$ cat src/rtl/proc_pkg.sv
// Shared types and widths for the data-memory arbiter slice.
package proc_pkg;

    localparam int unsigned DATA_W = 18;
    localparam int unsigned ADDR_W = 18;

    typedef enum logic {
        ST_IDLE    = 1'b0,
        ST_CPU_RET = 1'b1
    } arb_state_e;

    // Owner of the read data arriving from the RAM this cycle
    typedef enum logic [1:0] {
        OWN_NONE = 2'd0,
        OWN_CPU  = 2'd1,
        OWN_RD   = 2'd2
    } owner_e;

    typedef struct packed {
        logic              en;
        logic              we;
        logic [ADDR_W-1:0] addr;
        logic [DATA_W-1:0] wdata;
    } mem_req_t;

endpackage

$ cat src/rtl/starve_counter.sv
// Saturating wait counter; sat flags that the reader has been denied MAX_WAIT cycles.
module starve_counter #(
    parameter int unsigned MAX_WAIT = 8
) (
    input  logic clk,
    input  logic rst,
    input  logic inc,
    input  logic clr,
    output logic sat
);

    localparam int unsigned CNT_W = (MAX_WAIT < 1) ? 1 : $clog2(MAX_WAIT + 1);
    localparam logic [CNT_W-1:0] CNT_MAX = CNT_W'(MAX_WAIT);

    logic [CNT_W-1:0] cnt_q;
    logic [CNT_W-1:0] cnt_d;

    // Clear wins over increment; hold at the ceiling
    always_comb begin
        cnt_d = cnt_q;
        if (clr) begin
            cnt_d = '0;
        end else if (inc && (cnt_q != CNT_MAX)) begin
            cnt_d = cnt_q + CNT_W'(1);
        end
    end

    always_ff @(posedge clk or negedge rst) begin
        if (!rst) begin
            cnt_q <= '0;
            sat   <= (CNT_MAX == '0);
        end else begin
            cnt_q <= cnt_d;
            sat   <= (cnt_d == CNT_MAX);
        end
    end

endmodule

$ cat src/rtl/data_mem_arbiter.sv
// Single-port data-memory arbiter between the CPU M stage and the pixel reader,
// with starvation protection for the reader.
module data_mem_arbiter
    import proc_pkg::*;
#(
    parameter int unsigned MAX_WAIT = 8
) (
    input  logic              clk,
    input  logic              rst,
    input  logic              cpu_req,
    input  logic              cpu_we,
    input  logic [ADDR_W-1:0] cpu_addr,
    input  logic [DATA_W-1:0] cpu_wdata,
    output logic [DATA_W-1:0] cpu_rdata,
    output logic              cpu_stall,
    input  logic              rd_req,
    input  logic [ADDR_W-1:0] rd_addr,
    output logic              rd_gnt,
    output logic [DATA_W-1:0] rd_rdata,
    output logic              rd_valid,
    output logic              mem_en,
    output logic              mem_we,
    output logic [ADDR_W-1:0] mem_addr,
    output logic [DATA_W-1:0] mem_wdata,
    input  logic [DATA_W-1:0] mem_rdata
);

    arb_state_e state_q, state_d;
    owner_e     owner_q, owner_d;
    logic       cpu_gnt;
    logic       wait_sat;
    logic       cnt_inc;
    logic       cnt_clr;
    mem_req_t   mem_req;

    always_ff @(posedge clk or negedge rst) begin
        if (!rst) begin
            state_q <= ST_IDLE;
            owner_q <= OWN_NONE;
        end else begin
            state_q <= state_d;
            owner_q <= owner_d;
        end
    end

    // Arbitration and next state; everything stays quiet while reset is held
    always_comb begin
        state_d   = state_q;
        owner_d   = OWN_NONE;
        cpu_gnt   = 1'b0;
        rd_gnt    = 1'b0;
        cpu_stall = 1'b0;
        if (rst) begin
            unique case (state_q)
                ST_IDLE: begin
                    if (rd_req && (!cpu_req || wait_sat)) begin
                        rd_gnt = 1'b1;
                    end else if (cpu_req) begin
                        cpu_gnt = 1'b1;
                    end
                    // A granted read still stalls: its data lands next cycle
                    cpu_stall = (cpu_req && !cpu_gnt) || (cpu_gnt && !cpu_we);
                    if (cpu_gnt && !cpu_we) begin
                        state_d = ST_CPU_RET;
                    end
                end
                ST_CPU_RET: begin
                    rd_gnt  = rd_req;
                    state_d = ST_IDLE;
                end
                default: begin
                    state_d = ST_IDLE;
                end
            endcase
            if (rd_gnt) begin
                owner_d = OWN_RD;
            end else if (cpu_gnt && !cpu_we) begin
                owner_d = OWN_CPU;
            end
        end
    end

    assign cnt_inc = rd_req && !rd_gnt;
    assign cnt_clr = rd_gnt || !rd_req;

    starve_counter #(
        .MAX_WAIT (MAX_WAIT)
    ) u_starve_counter (
        .clk (clk),
        .rst (rst),
        .inc (cnt_inc),
        .clr (cnt_clr),
        .sat (wait_sat)
    );

    // RAM port follows whichever requester holds the grant
    always_comb begin
        mem_req = '0;
        if (rd_gnt) begin
            mem_req.en   = 1'b1;
            mem_req.addr = rd_addr;
        end else if (cpu_gnt) begin
            mem_req.en    = 1'b1;
            mem_req.we    = cpu_we;
            mem_req.addr  = cpu_addr;
            mem_req.wdata = cpu_wdata;
        end
    end

    assign mem_en    = mem_req.en;
    assign mem_we    = mem_req.we;
    assign mem_addr  = mem_req.addr;
    assign mem_wdata = mem_req.wdata;

    // Steer the RAM read data to the owner recorded at grant time
    always_comb begin
        cpu_rdata = '0;
        rd_rdata  = '0;
        rd_valid  = 1'b0;
        if (rst) begin
            unique case (owner_q)
                OWN_CPU: begin
                    cpu_rdata = mem_rdata;
                end
                OWN_RD: begin
                    rd_valid = 1'b1;
                    rd_rdata = mem_rdata;
                end
                default: begin
                    rd_valid = 1'b0;
                end
            endcase
        end
    end

endmodule

$ cat config.mk
export PLATFORM = sky130hd
export DESIGN_NAME = data_mem_arbiter
export DESIGN_NICKNAME = d
export VERILOG_FILES = /design/src/rtl/proc_pkg.sv /design/src/rtl/starve_counter.sv /design/src/rtl/data_mem_arbiter.sv
export SDC_FILE = /design/constraint.sdc
export NUM_CORES = 1
export LEC_CHECK = 0
export BUFFER_PORTS_ARGS = -buffer_cell sky130_fd_sc_hd__buf_2
export CAP_MARGIN = 20
export CELL_PAD_IN_SITES_DETAIL_PLACEMENT = 2
export CELL_PAD_IN_SITES_GLOBAL_PLACEMENT = 2
export CORE_UTILIZATION = 12
export CTS_BUF_LIST = sky130_fd_sc_hd__clkbuf_8
export DETAILED_ROUTE_END_ITERATION = 6
export GPL_TIMING_DRIVEN = 0
export PLACE_DENSITY = 0.88
export SLEW_MARGIN = 30
export SYNTH_ARGS = -nofsm -noshare
export SYNTH_HDL_FRONTEND = slang
export SYNTH_SLANG_ARGS = --single-unit
$ cat constraint.sdc
create_clock -name clk -period 1.9 [get_ports clk]
set_clock_uncertainty 0.2 [all_clocks]
set_input_delay 0.38 -clock clk [delete_from_list [all_inputs] [get_ports clk]]
set_output_delay 0.38 -clock clk [all_outputs]
set_load 0.01 [all_outputs]
* After elaboration in Yosys (flattened, before gate mapping) *
Index checks and enable logic that the tools add are counted.

cells by class
  bitwise operators = 1
  eq/ne operators = 4
  muxes and demuxes = 31
  add/sub/neg operators = 1
  reductions and logical operators = 14

operator list
  cell                                                 number
  two-way mux 18 bit                                   6
  two-way mux 38 bit                                   1
  two-way mux 1 bit                                    18
  two-way mux 4 bit                                    2
  logical AND 1 bit                                    6
  zero test 1 bit                                      5
  adder 4 x 1 -> 4 bit, second input constant          1
  equality test 4 bit, second input constant           1
  two-way mux 2 bit                                    2
  != test 4 bit, second input constant                 1
  case mux 1 bit (2 select lines)                      2
  logical OR 1 bit                                     3
  equality test 2 x 1 -> 1 bit, second input constant  1
  equality test 2 bit, second input constant           1
  NOT 1 bit                                            1

storage, ports and cells
  logic and storage cells = 55
  input port bits = 77
  output and inout port bits = 77
  bits in registers = 8

* Depth between registers and ports, before layout *
Gate-level depths: netlist of the first run.

  depth in word-level cells = 13
  gate-level depth with buffers = 5
  depth with buffers taken out = 5

* Hierarchy *
Synthesis of the first run repeated with hierarchy kept, for this count alone.

second synthesis, totals
  cells, all modules = 129
  area total of the unflattened synthesis = 1,041.0 sq um

by module, submodules not included
  module            area each (sq um)  sequential area each (sq um)  times used  cells an instance
  data_mem_arbiter  747.0              75.1                          1           100
  starve_counter    294.0              125.1                         1           29

* Worst setup path before layout of the first run *
No wires, ideal clock.

  path type = input port to output port
  start = input cpu_req
  end = output mem_addr[10]
  cell stages on the path = 4
  data required time = 1,320 ps
  setup slack = 165 ps
  arrival time = 1,155 ps
  buffers on the path = 1
  cells stage by stage = nor3b_2 -> nor3b_1 -> buf_2 -> a22o_1

between the ends
  elaborated cells on any way between the ends = 16
  classes of those cells = 13 x mux; 3 x reduce/logical

RTL lines
  item                             RTL line                RTL
  from (decl)                      data_mem_arbiter.sv:10  input logic cpu_req,
  zero test 1 bit                  data_mem_arbiter.sv:56  if (rd_req && (!cpu_req || wait_sat)) begin
  logical OR 1 bit                 data_mem_arbiter.sv:56
  logical AND 1 bit                data_mem_arbiter.sv:56
  two-way mux 1 bit                data_mem_arbiter.sv:56
  case mux 1 bit (2 select lines)  data_mem_arbiter.sv:54  unique case (state_q)
  two-way mux 1 bit (2 in series)  data_mem_arbiter.sv:53  if (rst) begin
  named net rd_gnt                 data_mem_arbiter.sv:18  output logic rd_gnt,
  two-way mux 18 bit               data_mem_arbiter.sv:99  if (rd_gnt) begin
  to (decl)                        data_mem_arbiter.sv:23  output logic [ADDR_W-1:0] mem_addr,

The timed path passes the listed nets, and every way through them passes these cells. The select of a mux whose other input is x is not followed.

* Worst setup path after layout of the first run *
  start = register state_q
  end = output mem_addr[5]

between the ends
  word-level cells in the longest chain between the ends = 5
  elaborated cells on any way between the ends = 9
  classes of those cells = 8 x mux; 1 x bitwise

ends and longest elaborated chain
  item                                                                  RTL line                                         RTL
  from (decl)                                                           data_mem_arbiter.sv:28                           arb_state_e state_q, state_d;
  from (signal assigned)                                                data_mem_arbiter.sv:41                           state_q <= state_d;
  NOT 1 bit or two-way mux 1 bit (tied branches)                        -
  case mux 1 bit (2 select lines) or two-way mux 1 bit (tied branches)  data_mem_arbiter.sv:54, data_mem_arbiter.sv:53
  two-way mux 1 bit                                                     data_mem_arbiter.sv:53
  two-way mux 1 bit or two-way mux 38 bit (tied branches)               data_mem_arbiter.sv:53, data_mem_arbiter.sv:102
  two-way mux 18 bit *                                                  data_mem_arbiter.sv:99

Mark *: on every way between the ends. The rest lies on a longest branch, timed or not. The select of a mux whose other input is x is not followed.

==> metrics.txt, run 1 <==
Placement Rows 32; worst hold-check slack 0.3134 ns; final net count 378; final RePlAce weighted congestion 0.7567; warnings from Yosys 0; maximum capacitance violations 0; clock tree sinks 8; maximum operating frequency 451.2 MHz; largest net degree at the start of global routing 12; Post-Synthesis Cell Area 0.001003 sq mm; Antenna Violating Nets Remaining 0; vias in the first global route 1821; count of distinct cell types in the synthesized netlist 28; required time of the critical path 1.32 ns; sequential fraction of design power 22.3%; data arrival time at the worst-slack endpoint 1.64 ns; count of final setup violators 59; combinational group share of total power 53.8%; total number of H-tree levels 1; core outline area 0.007888 sq mm; sequential cell area 202.7 sq um; Total Wirelength 6828 microns; Min-Delay Path Class primary input to flop; die width 93.45 microns; net load switching power 0.2684 mW; port bufs 153; CP Max Fanout 8; Max-Slew Margin vs Limit 53.26%; FILL cells 881; post-route DRC violation count 0; Cell Pwr Density 311.4 mW/mm^2; global-route wire length before repair 9377 microns; Post-Place Worst Slack -0.5329 ns; startpoint type of the worst setup path flop; Vias/cell 4.165; final standard cell utilization of the core 34.72%; vertical die dimension 93.45 microns; Max VDD drop 0.1407 mV; number of synthesized register bits 8; run status finished with violations; Initial Util 12.72%; CTS Buf Count 3; Overflow after GRT 0; all-layer global routing usage 13.87%; Iter 0 DRT Violations 19; slew of the pin with the lowest slew margin 0.6938 ns; HPWL after detailed placement 4587 microns; reported leakage power 1.466 nW; CTS root buffer sky130_fd_sc_hd__clkbuf_8; final critical-path share of the clock period 116.6%; class of the most critical setup path flop to output pin; CP Capture Type output pin; Final Hold Violating Endpoints 0; Gate Count Post-Synth 125; ANT cells 0; final setup slack of the worst path -0.3163 ns; Clk network pwr share 23.9%; CTS clk-pin slew, worst paths 0.04 ns; 1st-pass router iterations 3; routed length per placed instance 17.11 microns; post-layout min period 2.216 ns; die area 0.008732 sq mm; number of antenna violations at the first check in global routing 0; net count of the mapped netlist 204; number of pins with negative max-slew slack in the final report 0; number of buffers between clock root and the deepest sink 2; cell internal power dissipation 0.5844 mW; layout cells sized above 1 82.83%; violated checks setup timing; CTS tree done; vias 1662; number of top-level pins 154; Multi-input gate area 918.4 sq um; Seq/Total Area, Yosys 19.95%; clock latency of the later-clocked register in the worst-skew pair 0.23 ns; Switching Share 31.47%; setup repair after global routing missed its margin yes; Post-Synthesis Mean Instance Area 8.028 sq um; synthesis-to-layout area growth 172.9%
state kept, by name, indices dropped and copies added, names as in the netlist:
signal / count
u_starve_counter.cnt_q: 4
owner_q: 2
state_q: 1
u_starve_counter.sat: 1
Yosys cell counts:
master / instances / share of area, %
sky130_fd_sc_hd__a211o_1: 2 / 1.7
sky130_fd_sc_hd__a211oi_2: 1 / 1.2
sky130_fd_sc_hd__nand2b_1: 1 / 0.62
sky130_fd_sc_hd__ha_1: 2 / 2.5
sky130_fd_sc_hd__mux2i_1: 1 / 1.0
sky130_fd_sc_hd__xor2_1: 1 / 0.87
sky130_fd_sc_hd__xnor2_1: 1 / 0.87
sky130_fd_sc_hd__inv_1: 3 / 1.1
sky130_fd_sc_hd__a21oi_1: 2 / 1.0
sky130_fd_sc_hd__buf_2: 5 / 2.5
sky130_fd_sc_hd__nor3b_1: 1 / 0.75
sky130_fd_sc_hd__nand3b_1: 2 / 1.5
sky130_fd_sc_hd__and2_1: 56 / 35
sky130_fd_sc_hd__or3_1: 1 / 0.62
sky130_fd_sc_hd__nor3b_4: 1 / 1.9
sky130_fd_sc_hd__nand3b_4: 1 / 2.0
sky130_fd_sc_hd__nand2_1: 4 / 1.5
sky130_fd_sc_hd__clkbuf_2: 1 / 0.50
sky130_fd_sc_hd__or2_2: 1 / 0.62
sky130_fd_sc_hd__o21ai_0: 1 / 0.50
sky130_fd_sc_hd__a21oi_2: 1 / 0.87
sky130_fd_sc_hd__nor2_1: 4 / 1.5
sky130_fd_sc_hd__clkbuf_1: 2 / 0.75
sky130_fd_sc_hd__nor3b_2: 1 / 1.2
sky130_fd_sc_hd__nand3_1: 1 / 0.50
sky130_fd_sc_hd__dfrtp_1: 8 / 20
sky130_fd_sc_hd__a22o_1: 19 / 17
sky130_fd_sc_hd__inv_2: 1 / 0.37
metal layers:
metal,up-vias,GRT usage [%],wire (microns)
li1,766,-,-
met1,773,12.69,2293
met2,121,29.17,3835
met3,2,4.146,675
met4,0,3.077,24
met5,-,0,0
power by group through the flow:
stage | combinational (mW) | sequential (mW) | clock [mW]
global route | 0.494 | 0.191 | 0.224
global placement | 0.294 | 0.189 | 0
CTS | 0.409 | 0.189 | 0.210
finish | 0.459 | 0.190 | 0.204
detailed placement | 0.307 | 0.190 | 0
floorplan | 0.138 | 0.188 | 0
area by class of cell:
cell class,instances,share of cell area [%]
Buffer,8,3.837
Clock buffer,3,1.508
Inverter,4,0.5482
Multi-Input combinational cell,105,33.53
Sequential cell,8,7.401
Tap cell,102,4.660
Timing Repair Buffer,169,48.52
layout by cell type, fill, tap and decap left out:
cell,n
sky130_fd_sc_hd__a21oi_2,1
sky130_fd_sc_hd__xor2_1,1
sky130_fd_sc_hd__clkbuf_8,8
sky130_fd_sc_hd__nand3b_1,2
sky130_fd_sc_hd__or2_2,1
sky130_fd_sc_hd__or3_1,1
sky130_fd_sc_hd__a22o_1,19
sky130_fd_sc_hd__nand3_1,1
sky130_fd_sc_hd__dlygate4sd3_1,1
sky130_fd_sc_hd__buf_4,5
sky130_fd_sc_hd__inv_1,3
sky130_fd_sc_hd__ha_1,1
sky130_fd_sc_hd__xnor2_1,1
sky130_fd_sc_hd__nand2b_1,1
sky130_fd_sc_hd__a211o_1,2
sky130_fd_sc_hd__and2_4,54
sky130_fd_sc_hd__buf_16,1
sky130_fd_sc_hd__nor3b_4,2
sky130_fd_sc_hd__buf_2,94
sky130_fd_sc_hd__ha_2,1
sky130_fd_sc_hd__o21ai_0,1
sky130_fd_sc_hd__a21oi_4,1
sky130_fd_sc_hd__and2_1,2
sky130_fd_sc_hd__buf_8,3
sky130_fd_sc_hd__a211oi_2,1
sky130_fd_sc_hd__dfrtp_1,6
sky130_fd_sc_hd__buf_12,1
sky130_fd_sc_hd__nand3b_4,1
sky130_fd_sc_hd__nand2_1,4
sky130_fd_sc_hd__nor2_4,1
sky130_fd_sc_hd__buf_6,67
sky130_fd_sc_hd__a21oi_1,1
sky130_fd_sc_hd__inv_2,1
sky130_fd_sc_hd__nor3b_2,1
sky130_fd_sc_hd__dfrtp_2,2
sky130_fd_sc_hd__nor2_1,3
sky130_fd_sc_hd__mux2i_1,1
worst max-delay path: stages, from the launching register on:
cell and delay [ns]:
sky130_fd_sc_hd__dfrtp_2 0.43, sky130_fd_sc_hd__nand3b_1 0.24, sky130_fd_sc_hd__a21oi_4 0.18, sky130_fd_sc_hd__buf_12 0.16, sky130_fd_sc_hd__buf_6 0.12, sky130_fd_sc_hd__a22o_1 0.14
sky130_fd_sc_hd__buf_4 0.13
metrics by stage:
step           std cells  instance area [sq um]  power (mW)  setup TNS, ns
5_1_grt              399                   2739      0.9091         -16.20
3_3_place_gp         380                   1897      0.4830         -20.65
6_report             399                   2739      0.8528         -11.09
2_1_floorplan        125                   1003      0.3259              0
4_1_cts              395                   2437      0.8074         -9.762
3_5_place_dp         380                   1897      0.4973         -25.09
final timing paths:
path	startpoint	end	slack (ns)	depth (start not counted)
min in group asynchronous	rst	u_starve_counter.cnt_q[1]$_DFF_PN0_	0.42	2
max in group asynchronous	rst	state_q$_DFFE_PN0P_	0.76	2
setup reg to reg	u_starve_counter.cnt_q[0]$_DFF_PN0_	u_starve_counter.sat$_DFF_PN0_	0.14	5
setup / recovery	state_q$_DFFE_PN0P_	mem_addr[5]	-0.32	6
hold / removal	cpu_we	state_q$_DFFE_PN0P_	0.31	3
hold reg to reg	u_starve_counter.cnt_q[1]$_DFF_PN0_	u_starve_counter.cnt_q[1]$_DFF_PN0_	0.43	2
cell families after synthesis:
| kind of cell | Yosys count | synth area share [%] |
|---|---|---|
| and+or+nand+nor | 74 | 47.63 |
| AOI/OAI and AO/OA | 26 | 21.95 |
| buffers and inverters | 12 | 5.236 |
| DFF | 8 | 19.95 |
| xor gates and xnor gates | 2 | 1.746 |
| adders and majority gates | 2 | 2.493 |
| muxes | 1 | 0.9975 |
timing repair:
item,4_1_cts,5_1_grt
gates resized for setup,90,67
cloned,5,2
setup buffers,6,3
endpoints found under the setup margin,76,76
endpoints found under the hold margin,8,0
hold buffers,1,0
pin swaps,41,21
Note: power is estimated with default switching activity, not from simulation.
==> run 2, diff against run 1 <==
--- a/config.mk
+++ b/config.mk
@@ -9,12 +9,14 @@
 export CAP_MARGIN = 20
 export CELL_PAD_IN_SITES_DETAIL_PLACEMENT = 2
 export CELL_PAD_IN_SITES_GLOBAL_PLACEMENT = 2
-export CORE_UTILIZATION = 12
+export CORE_UTILIZATION = 13
 export CTS_BUF_LIST = sky130_fd_sc_hd__clkbuf_8
 export DETAILED_ROUTE_END_ITERATION = 6
+export GPL_ROUTABILITY_DRIVEN = 0
 export GPL_TIMING_DRIVEN = 0
-export PLACE_DENSITY = 0.88
+export PLACE_DENSITY = 0.91
 export SLEW_MARGIN = 30
 export SYNTH_ARGS = -nofsm -noshare
 export SYNTH_HDL_FRONTEND = slang
+export SYNTH_HIERARCHICAL = 1
 export SYNTH_SLANG_ARGS = --single-unit
==> constraint.sdc (replaced) <==
create_clock -name clk -period 1.9 [get_ports clk]
set_clock_uncertainty 0.2 [all_clocks]
set_input_delay 0.285 -clock clk [delete_from_list [all_inputs] [get_ports clk]]
set_output_delay 0.285 -clock clk [all_outputs]
set_load 0.01 [all_outputs]
==> run 2 against run 1 <==
  * The flow still finishes with violations (setup timing)
  * Flip-flop and latch count did not move
  * Utilization is 2.9 points lower
  * Via count is 0.90% higher
  * Critical path type unchanged
  * Non-clock buffer count grew 2
  * Register-to-register slack worse by 0.32 ns
  * Synthesized cell count up 3.2%
  * Setup slack better by 0.11 ns
  * Global-route usage is 0.33 points lower
  * Sequential share of layout area increased by 0.75 points
  * Cell area down 10%
  * Sequential power is 3% lower
  * Clock power about the same
==> metrics.txt, run 2 <==
data arrival time at the worst-slack endpoint 1.62 ns (-0.02 ns); CTS root buffer sky130_fd_sc_hd__clkbuf_8; cell internal power dissipation 0.5593 mW (-4.3%); final standard cell utilization of the core 31.78% (-2.9 points); Antenna Violating Nets Remaining 0 (unchanged); CP Max Fanout 10 (+2); Gate Count Post-Synth 129 (+3.2%); clock tree sinks 8 (unchanged); post-route DRC violation count 0 (unchanged); sequential fraction of design power 22.6% (+0.3 points); required time of the critical path 1.41 ns (+0.09 ns); vertical die dimension 91.49 microns (-2.1%); reg2reg setup slack -0.18 ns (-0.32 ns); CTS Buf Count 3 (unchanged); class of the most critical setup path flop to output pin; worst hold-check slack 0.2053 ns (-0.1080 ns); Final Hold Violating Endpoints 0 (unchanged); Max-Slew Margin vs Limit 75.00% (+22 points); routed length per placed instance 14.71 microns (-14%); count of final setup violators 41 (-31%); FILL cells 892 (+1.2%); post-layout min period 2.102 ns (-0.1145 ns); Overflow after GRT 0 (unchanged); CTS tree done; maximum operating frequency 475.8 MHz (+5.4%); reported leakage power 1.409 nW (-3.9%); registers with the most flip-flops u_starve_counter/cnt_q x4, owner_q x2; Placement Rows 32 (unchanged); total number of H-tree levels 1 (unchanged); ANT cells 0 (unchanged); post-synth top area share 33.65% (-1.3 points); Post-Synthesis Cell Area 0.001041 sq mm (+3.7%); async set-or-reset flop fraction in the synthesized netlist 100.0% (unchanged); vias in the first global route 1862 (+2.3%); number of synthesized register bits 8 (unchanged); top cell type by total area after synthesis sky130_fd_sc_hd__and2_1; CTS clk-pin slew, worst paths 0.04 ns (about the same); die width 91.49 microns (-2.1%); Iter 0 DRT Violations 21 (+2); global-route wire length before repair 8990 microns (-4.1%); 1st-pass router iterations 3 (unchanged); clock latency of the later-clocked register in the worst-skew pair 0.23 ns (about the same); number of antenna violations at the first check in global routing 0 (unchanged); Max VDD drop 0.1507 mV (+7.1%); Vias/cell 4.141 (-0.59%); number of buffers between clock root and the deepest sink 2 (unchanged); vias 1677 (+0.90%); synthesis-to-layout area growth 135.9%; HPWL after detailed placement 4694 microns (+2.3%); final setup slack of the worst path -0.2018 ns (+0.1145 ns); overall power of the completed layout 0.8191 mW (-4.0%); Seq/Total Area, Yosys 19.23% (-0.72 points); largest net degree at the start of global routing 12 (unchanged); cell with the most instances after synthesis sky130_fd_sc_hd__and2_1; total placed cells including tap cells 384 (+1.1%); core outline area 0.007727 sq mm (-2.0%); port bufs 153 (unchanged); EDFF count, synth 0 (unchanged); layout cells sized above 1 69.97% (-13 points); die area 0.008370 sq mm (-4.2%); Cell Pwr Density 333.5 mW/mm^2 (+7.1%); Min-Delay Path Class primary input to flop; net count of the mapped netlist 208 (+2.0%); setup repair after global routing missed its margin yes; most used standard cells in the synthesized netlist 56 x sky130_fd_sc_hd__and2_1, 19 x sky130_fd_sc_hd__a22o_1, 8 x sky130_fd_sc_hd__dfrtp_1; Post-Synthesis Mean Instance Area 8.070 sq um (+0.52%); CP Capture Type output pin; Final Instance Count excl. Fillers 405 (+1.5%); net load switching power 0.2597 mW (-3.2%); number of pins with negative max-slew slack in the final report 0 (unchanged); commonest cells after routing, fill and taps aside 132 x sky130_fd_sc_hd__buf_2, 37 x sky130_fd_sc_hd__and2_1, 27 x sky130_fd_sc_hd__buf_6; Clk network pwr share 25.3% (+1.4 points); leading cell types by total area after synthesis sky130_fd_sc_hd__and2_1 34%, sky130_fd_sc_hd__dfrtp_1 19%, sky130_fd_sc_hd__a22o_1 16%; startpoint type of the worst setup path flop; leading register cell type out of synthesis sky130_fd_sc_hd__dfrtp_1; slew of the pin with the lowest slew margin 0.3737 ns (-0.3201 ns); combinational group share of total power 52.1% (-1.7 points); maximum capacitance violations 0 (unchanged); violated checks setup timing; count of distinct cell types in the synthesized netlist 30 (+7.1%); max FFs per register 4 (unchanged); Initial Util 13.47% (+0.75 points); all-layer global routing usage 13.54% (-0.33 points); Switching Share 31.71% (+0.24 points); final net count 384 (+1.6%); warnings from Yosys 6 (+6); final critical-path share of the clock period 110.6% (-6.0 points); Total Wirelength 5959 microns (-13%); number of top-level pins 154 (unchanged); leading cell type in the layout, fill and taps excluded sky130_fd_sc_hd__buf_2; register name with the most flops u_starve_counter/cnt_q; run status finished with violations
==> run 2: cell count changes after synthesis, sizes merged, moves of 2 or more <==
| cell | change |
|---|---|
| nor2 | -2 |
| a211o | -2 |
| and3b | +2 |
| inv | +2 |
| nor2b | +2 |
| nor3b | -2 |
==> run 2: layer usage <==
layer  GRT usage [%]  vias up  routed length [microns]
met5               0        -                        0
met4           3.704        0                       51
met3           4.104        6                      694
met2           27.13      124                     3161
met1           13.10      755                     2051
li1                -      792                        -
==> run 2: worst paths after layout <==
path | from | cells past startpoint | endpoint
hold reg to reg | state_q$_DFFE_PN0P_ | 1 | state_q$_DFFE_PN0P_
max in group asynchronous | rst | 2 | u_starve_counter/cnt_q[2]$_DFF_PN0_
min in group asynchronous | rst | 2 | u_starve_counter/cnt_q[0]$_DFF_PN0_
setup / recovery | state_q$_DFFE_PN0P_ | 6 | mem_addr[3]
hold / removal | cpu_we | 3 | owner_q[0]$_DFF_PN0_
setup reg to reg | u_starve_counter/sat$_DFF_PN0_ | 5 | u_starve_counter/sat$_DFF_PN0_
==> run 2: power groups by stage <==
stage | clock network, mW | registers, mW | logic [mW]
after floorplan | 0 | 0.185 | 0.145
after global placement | 0 | 0.186 | 0.305
after detailed placement | 0 | 0.187 | 0.317
after CTS | 0.209 | 0.185 | 0.378
after global routing | 0.217 | 0.186 | 0.463
final | 0.207 | 0.185 | 0.427
==> run 2: metrics by stage <==
stage          cell area [sq um]  setup WS [ns]  setup TNS (ns)
2_1_floorplan               1061        -0.1717         -0.1717
3_3_place_gp                1954        -0.2771          -7.431
3_5_place_dp                1954        -0.2987          -9.910
4_1_cts                     2251        -0.1896          -5.791
5_1_grt                     2456        -0.2729          -8.697
6_report                    2456        -0.2018          -6.184
==> run 2: cells by family (layout without fill, tap and decap cells) <==
group | Yosys count | count (layout) | share of synthesized area [%]
and+or+nand+nor | 74 | 74 | 45.43
AOI/OAI and AO/OA | 30 | 30 | 24.88
buffers and inverters | 14 | 188 | 7.211
DFF | 8 | 8 | 19.23
adders and majority gates | 2 | 2 | 2.403
xor gates and xnor gates | 1 | 1 | 0.8415
==> run 2: layout make-up <==
cell class              instances  area [sq um]  area share, %
plain buffers                   8         106.4          4.330
clock buffers                   3         41.29          1.681
inverters                       6         22.52         0.9170
multi-input cells             107         867.1          35.30
flip-flops and latches          8         200.2          8.151
well taps                     102         127.6          5.196
repair buffers                171          1091          44.42
==> run 2: worst max-delay path, cell delays in order (launching register included) <==
cell and delay [ns]:
sky130_fd_sc_hd__dfrtp_1 0.40, sky130_fd_sc_hd__nand3b_1 0.23, sky130_fd_sc_hd__a21oi_4 0.20, sky130_fd_sc_hd__buf_12 0.16, sky130_fd_sc_hd__buf_12 0.12, sky130_fd_sc_hd__a22o_1 0.13
sky130_fd_sc_hd__buf_2 0.13
==> run 2: timing repair <==
action                                  in CTS  in global routing
buffers inserted                             9                  6
hold buffers                                 1                  0
endpoints found under the setup margin      68                 51
pin swaps                                   15                 10
resized for setup                           36                 38
gates cloned                                 2                  1
endpoints found under the hold margin        8                  0
==> run 3, diff against run 2 <==
--- a/config.mk
+++ b/config.mk
@@ -5,6 +5,7 @@
 export SDC_FILE = /design/constraint.sdc
 export NUM_CORES = 1
 export LEC_CHECK = 0
+export ABC_AREA = 1
 export BUFFER_PORTS_ARGS = -buffer_cell sky130_fd_sc_hd__buf_2
 export CAP_MARGIN = 20
 export CELL_PAD_IN_SITES_DETAIL_PLACEMENT = 2
@@ -14,7 +15,7 @@
 export DETAILED_ROUTE_END_ITERATION = 6
 export GPL_ROUTABILITY_DRIVEN = 0
 export GPL_TIMING_DRIVEN = 0
-export PLACE_DENSITY = 0.91
+export PLACE_DENSITY = 0.9
 export SLEW_MARGIN = 30
 export SYNTH_ARGS = -nofsm -noshare
 export SYNTH_HDL_FRONTEND = slang
==> run 3 against run 2 <==
  * Clock power about the same
  * Critical endpoint is now rd_rdata[17]
  * The flow now finishes without violations
  * Via count up 25%
  * Highest routed layer unchanged
  * Global-route usage down 0.61 points
  * Flip-flop and latch count unchanged
  * Largest power group unchanged
  * Critical path type unchanged
  * Largest cell class unchanged
  * Die area up 18%
==> metrics.txt, run 3 <==
most frequent CP cell sky130_fd_sc_hd__nor2_1; warnings from Yosys 6 (unchanged); number of synthesized register bits 8 (unchanged); Worst Hold Path EP owner_q[0]$_DFF_PN0_; vias 2101 (+25%); required time of the critical path 1.41 ns (about the same); Cell Pwr Density 337.9 mW/mm^2 (+1.3%); Max-Slew Margin vs Limit 63.30% (-12 points); die width 99.47 microns (+8.7%); registers with the most flip-flops u_starve_counter/cnt_q x4, owner_q x2; reported leakage power 1.591 nW (+13%); CTS clk-pin slew, worst paths 0.04 ns (about the same); all-layer global routing usage 12.93% (-0.61 points); Final Hold Violating Endpoints 0 (unchanged); kind of cell adding the most delay to the critical path flip-flops; CP Max Fanout 6 (-4); Post-Place Worst Slack -0.3471 ns (-0.04835 ns); Overflow after GRT 0 (unchanged); reg2reg setup slack 0.20 ns (+0.38 ns); endpoint of the worst register-to-register path u_starve_counter/sat$_DFF_PN0_; Post-Synthesis Cell Area 0.001235 sq mm (+19%); global-route wire length before repair 10370 microns (+15%); start of the worst register-to-register path state_q$_DFFE_PN0P_; Post-Synthesis Mean Instance Area 5.416 sq um (-33%); final critical-path share of the clock period 94.87% (-16 points); Antenna Violating Nets Remaining 0 (unchanged); sum of negative setup slack 0 ns (+6.184 ns); data arrival time at the worst-slack endpoint 1.32 ns (-0.30 ns); Clk network pwr share 27.1% (+1.8 points); CP Capture Type output pin; leading register cell type out of synthesis sky130_fd_sc_hd__dfrtp_1; total number of H-tree levels 1 (unchanged); final net count 469 (+22%); number of pins with negative max-slew slack in the final report 0 (unchanged); leading cell type in the layout, fill and taps excluded sky130_fd_sc_hd__buf_2; number of antenna violations at the first check in global routing 0 (unchanged); port bufs 153 (unchanged); final setup slack of the worst path 0.09738 ns (+0.2992 ns); Max VDD drop 0.1503 mV (-0.30%); combinational group share of total power 48.9% (-3.2 points); met3 track utilization from global routing 2.670% (-1.4 points); post-route DRC violation count 0 (unchanged); clock latency of the later-clocked register in the worst-skew pair 0.23 ns (about the same); vertical die dimension 99.47 microns (+8.7%); HPWL after detailed placement 5697 microns (+21%); register name with the most flops u_starve_counter/cnt_q; top cell type by total area after synthesis sky130_fd_sc_hd__nor2_1; Vias/cell 4.064 (-1.9%); commonest cells after routing, fill and taps aside 153 x sky130_fd_sc_hd__buf_2, 56 x sky130_fd_sc_hd__nor2_1, 48 x sky130_fd_sc_hd__inv_1; leading cell types by total area after synthesis sky130_fd_sc_hd__nor2_1 17%, sky130_fd_sc_hd__dfrtp_1 16%, sky130_fd_sc_hd__inv_1 16%; Hold Path Depth 4 (+1); max FFs per register 4 (unchanged); run status completed; synthesis-to-layout area growth 86.12%; ANT cells 0 (unchanged); post-layout min period 1.803 ns (-0.2992 ns); startpoint type of the worst setup path flop; Switching Share 37.67% (+6.0 points); vias in the first global route 2212 (+19%); maximum capacitance violations 0 (unchanged); FILL cells 1170 (+31%); Iter 0 DRT Violations 41 (+95%); Total Wirelength 6646 microns (+12%); net load switching power 0.2925 mW (+13%); source of the worst hold timing path cpu_we; maximum operating frequency 554.7 MHz (+17%); EDFF count, synth 0 (unchanged); GR met1 Demand/Resource 13.38% (+0.29 points); cell internal power dissipation 0.4841 mW (-13%); cell with the most instances after synthesis sky130_fd_sc_hd__nor2_1; met2 Usage GRT 25.75% (-1.4 points); count of distinct cell types in the synthesized netlist 23 (-23%); die area 0.009893 sq mm (+18%); CTS Buf Count 3 (unchanged); global routing's busiest layer met2; count of buffer and inverter cells on the critical path 2 (-1); CTS root buffer sky130_fd_sc_hd__clkbuf_8; post-synth top area share 17.33% (-16 points); Gate Count Post-Synth 228 (+77%); slowest cell on the critical path sky130_fd_sc_hd__dfrtp_1; Min-Delay Path Class primary input to flop; Initial Util 13.36% (-0.11 points); number of buffers between clock root and the deepest sink 2 (unchanged); number of top-level pins 154 (unchanged); class of the most critical setup path flop to output pin; Placement Rows 35 (+9.4%); routed length per placed instance 12.85 microns (-13%); Critical Path Max Stage Delay 0.40 ns (about the same); CP cell instances nor2_1 > nand2_2 > buf_4 > nor2_1 > buf_2; net count of the mapped netlist 307 (+48%); count of final setup violators 0 (-100%); 1st-pass router iterations 4 (+1); Final Instance Count excl. Fillers 517 (+28%); slew of the pin with the lowest slew margin 0.5504 ns (+0.1767 ns); most used standard cells in the synthesized netlist 57 x sky130_fd_sc_hd__nor2_1, 51 x sky130_fd_sc_hd__inv_1, 34 x sky130_fd_sc_hd__nand2_1; CTS tree done; number of cells on the worst reg-to-reg path 11 (+6); sequential fraction of design power 24.1% (+1.5 points); layout cells sized above 1 49.74% (-20 points); largest net degree at the start of global routing 11 (-1); async set-or-reset flop fraction in the synthesized netlist 100.0% (unchanged); core outline area 0.009240 sq mm (+20%); total placed cells including tap cells 510 (+33%); Seq/Total Area, Yosys 16.21% (-3.0 points); clock tree sinks 8 (unchanged)
## run 3: worst max path at each step
stage | cells after the start | slack (ns) | start | to
after global placement | 12 | -0.27 | rst | u_starve_counter/sat$_DFF_PN0_
after floorplan | 11 | 0.27 | state_q$_DFFE_PN0P_ | u_starve_counter/sat$_DFF_PN0_
final | 5 | 0.1 | owner_q[0]$_DFF_PN0_ | rd_rdata[17]
after CTS | 7 | 0.02 | u_starve_counter/sat$_DFF_PN0_ | mem_addr[4]
after detailed placement | 12 | -0.35 | rst | u_starve_counter/sat$_DFF_PN0_
after global routing | 6 | -0.0002 | state_q$_DFFE_PN0P_ | mem_addr[9]
## run 3: worst min-delay path, cell delays in order
cell	delay, ns
sky130_fd_sc_hd__buf_2	0.09
sky130_fd_sc_hd__inv_1	0.05
sky130_fd_sc_hd__nand3_1	0.11
sky130_fd_sc_hd__inv_1	0.05
## run 3: area by class of cell
class	instances	area (sq um)	share of cell area [%]
Timing Repair Buffer	157	807.0	35.11
Multi-Input combinational cell	152	764.5	33.26
Inverter	54	203.9	8.873
Sequential cell	8	200.2	8.710
Tap cell	129	161.4	7.022
Buffer	14	120.1	5.226
Clock buffer	3	41.29	1.796
## run 3: metal layers
layer,share of wire (%),vias up
li1,-,1012
met2,53,126
met5,0,-
met4,1.8,0
met3,8.3,11
met1,37,952
## run 3: what timing repair did
item                                    4_1_cts  5_1_grt
hold buffers                                  1        0
hold endpoints to repair                      8        0
buffers inserted                              0        3
gates resized for setup                      10       10
endpoints found under the setup margin       32       50
pin swaps                                     0        3
## run 3: power by group through the flow
stage,Clock (mW),Sequential (mW),Combinational [mW]
detailed placement,0,0.189,0.364
finish,0.210,0.187,0.379
CTS,0.217,0.187,0.376
global placement,0,0.188,0.345
global route,0.225,0.188,0.424
floorplan,0,0.186,0.181
## run 3: cells by family (layout without fill, tap and decap cells)
kind of cell	after synthesis	in the layout	synth area share (%)
buffers and inverters	68	228	24.11
and+or+nand+nor	147	147	56.23
AOI/OAI and AO/OA	3	3	1.418
adders and majority gates	2	2	2.026
DFF	8	8	16.21
## run 3: metrics by stage
stage / power [mW] / hold WS [ns] / area, sq um / utilization (%)
2_1_floorplan: 0.3670 / -0.2106 / 1235 / -
3_3_place_gp: 0.5330 / -0.05769 / 2162 / 23.40
3_5_place_dp: 0.5529 / -0.04068 / 2162 / 23.40
4_1_cts: 0.7792 / 0.1951 / 2250 / 24.35
5_1_grt: 0.8373 / 0.2347 / 2298 / 24.87
6_report: 0.7766 / 0.1892 / 2298 / 24.87
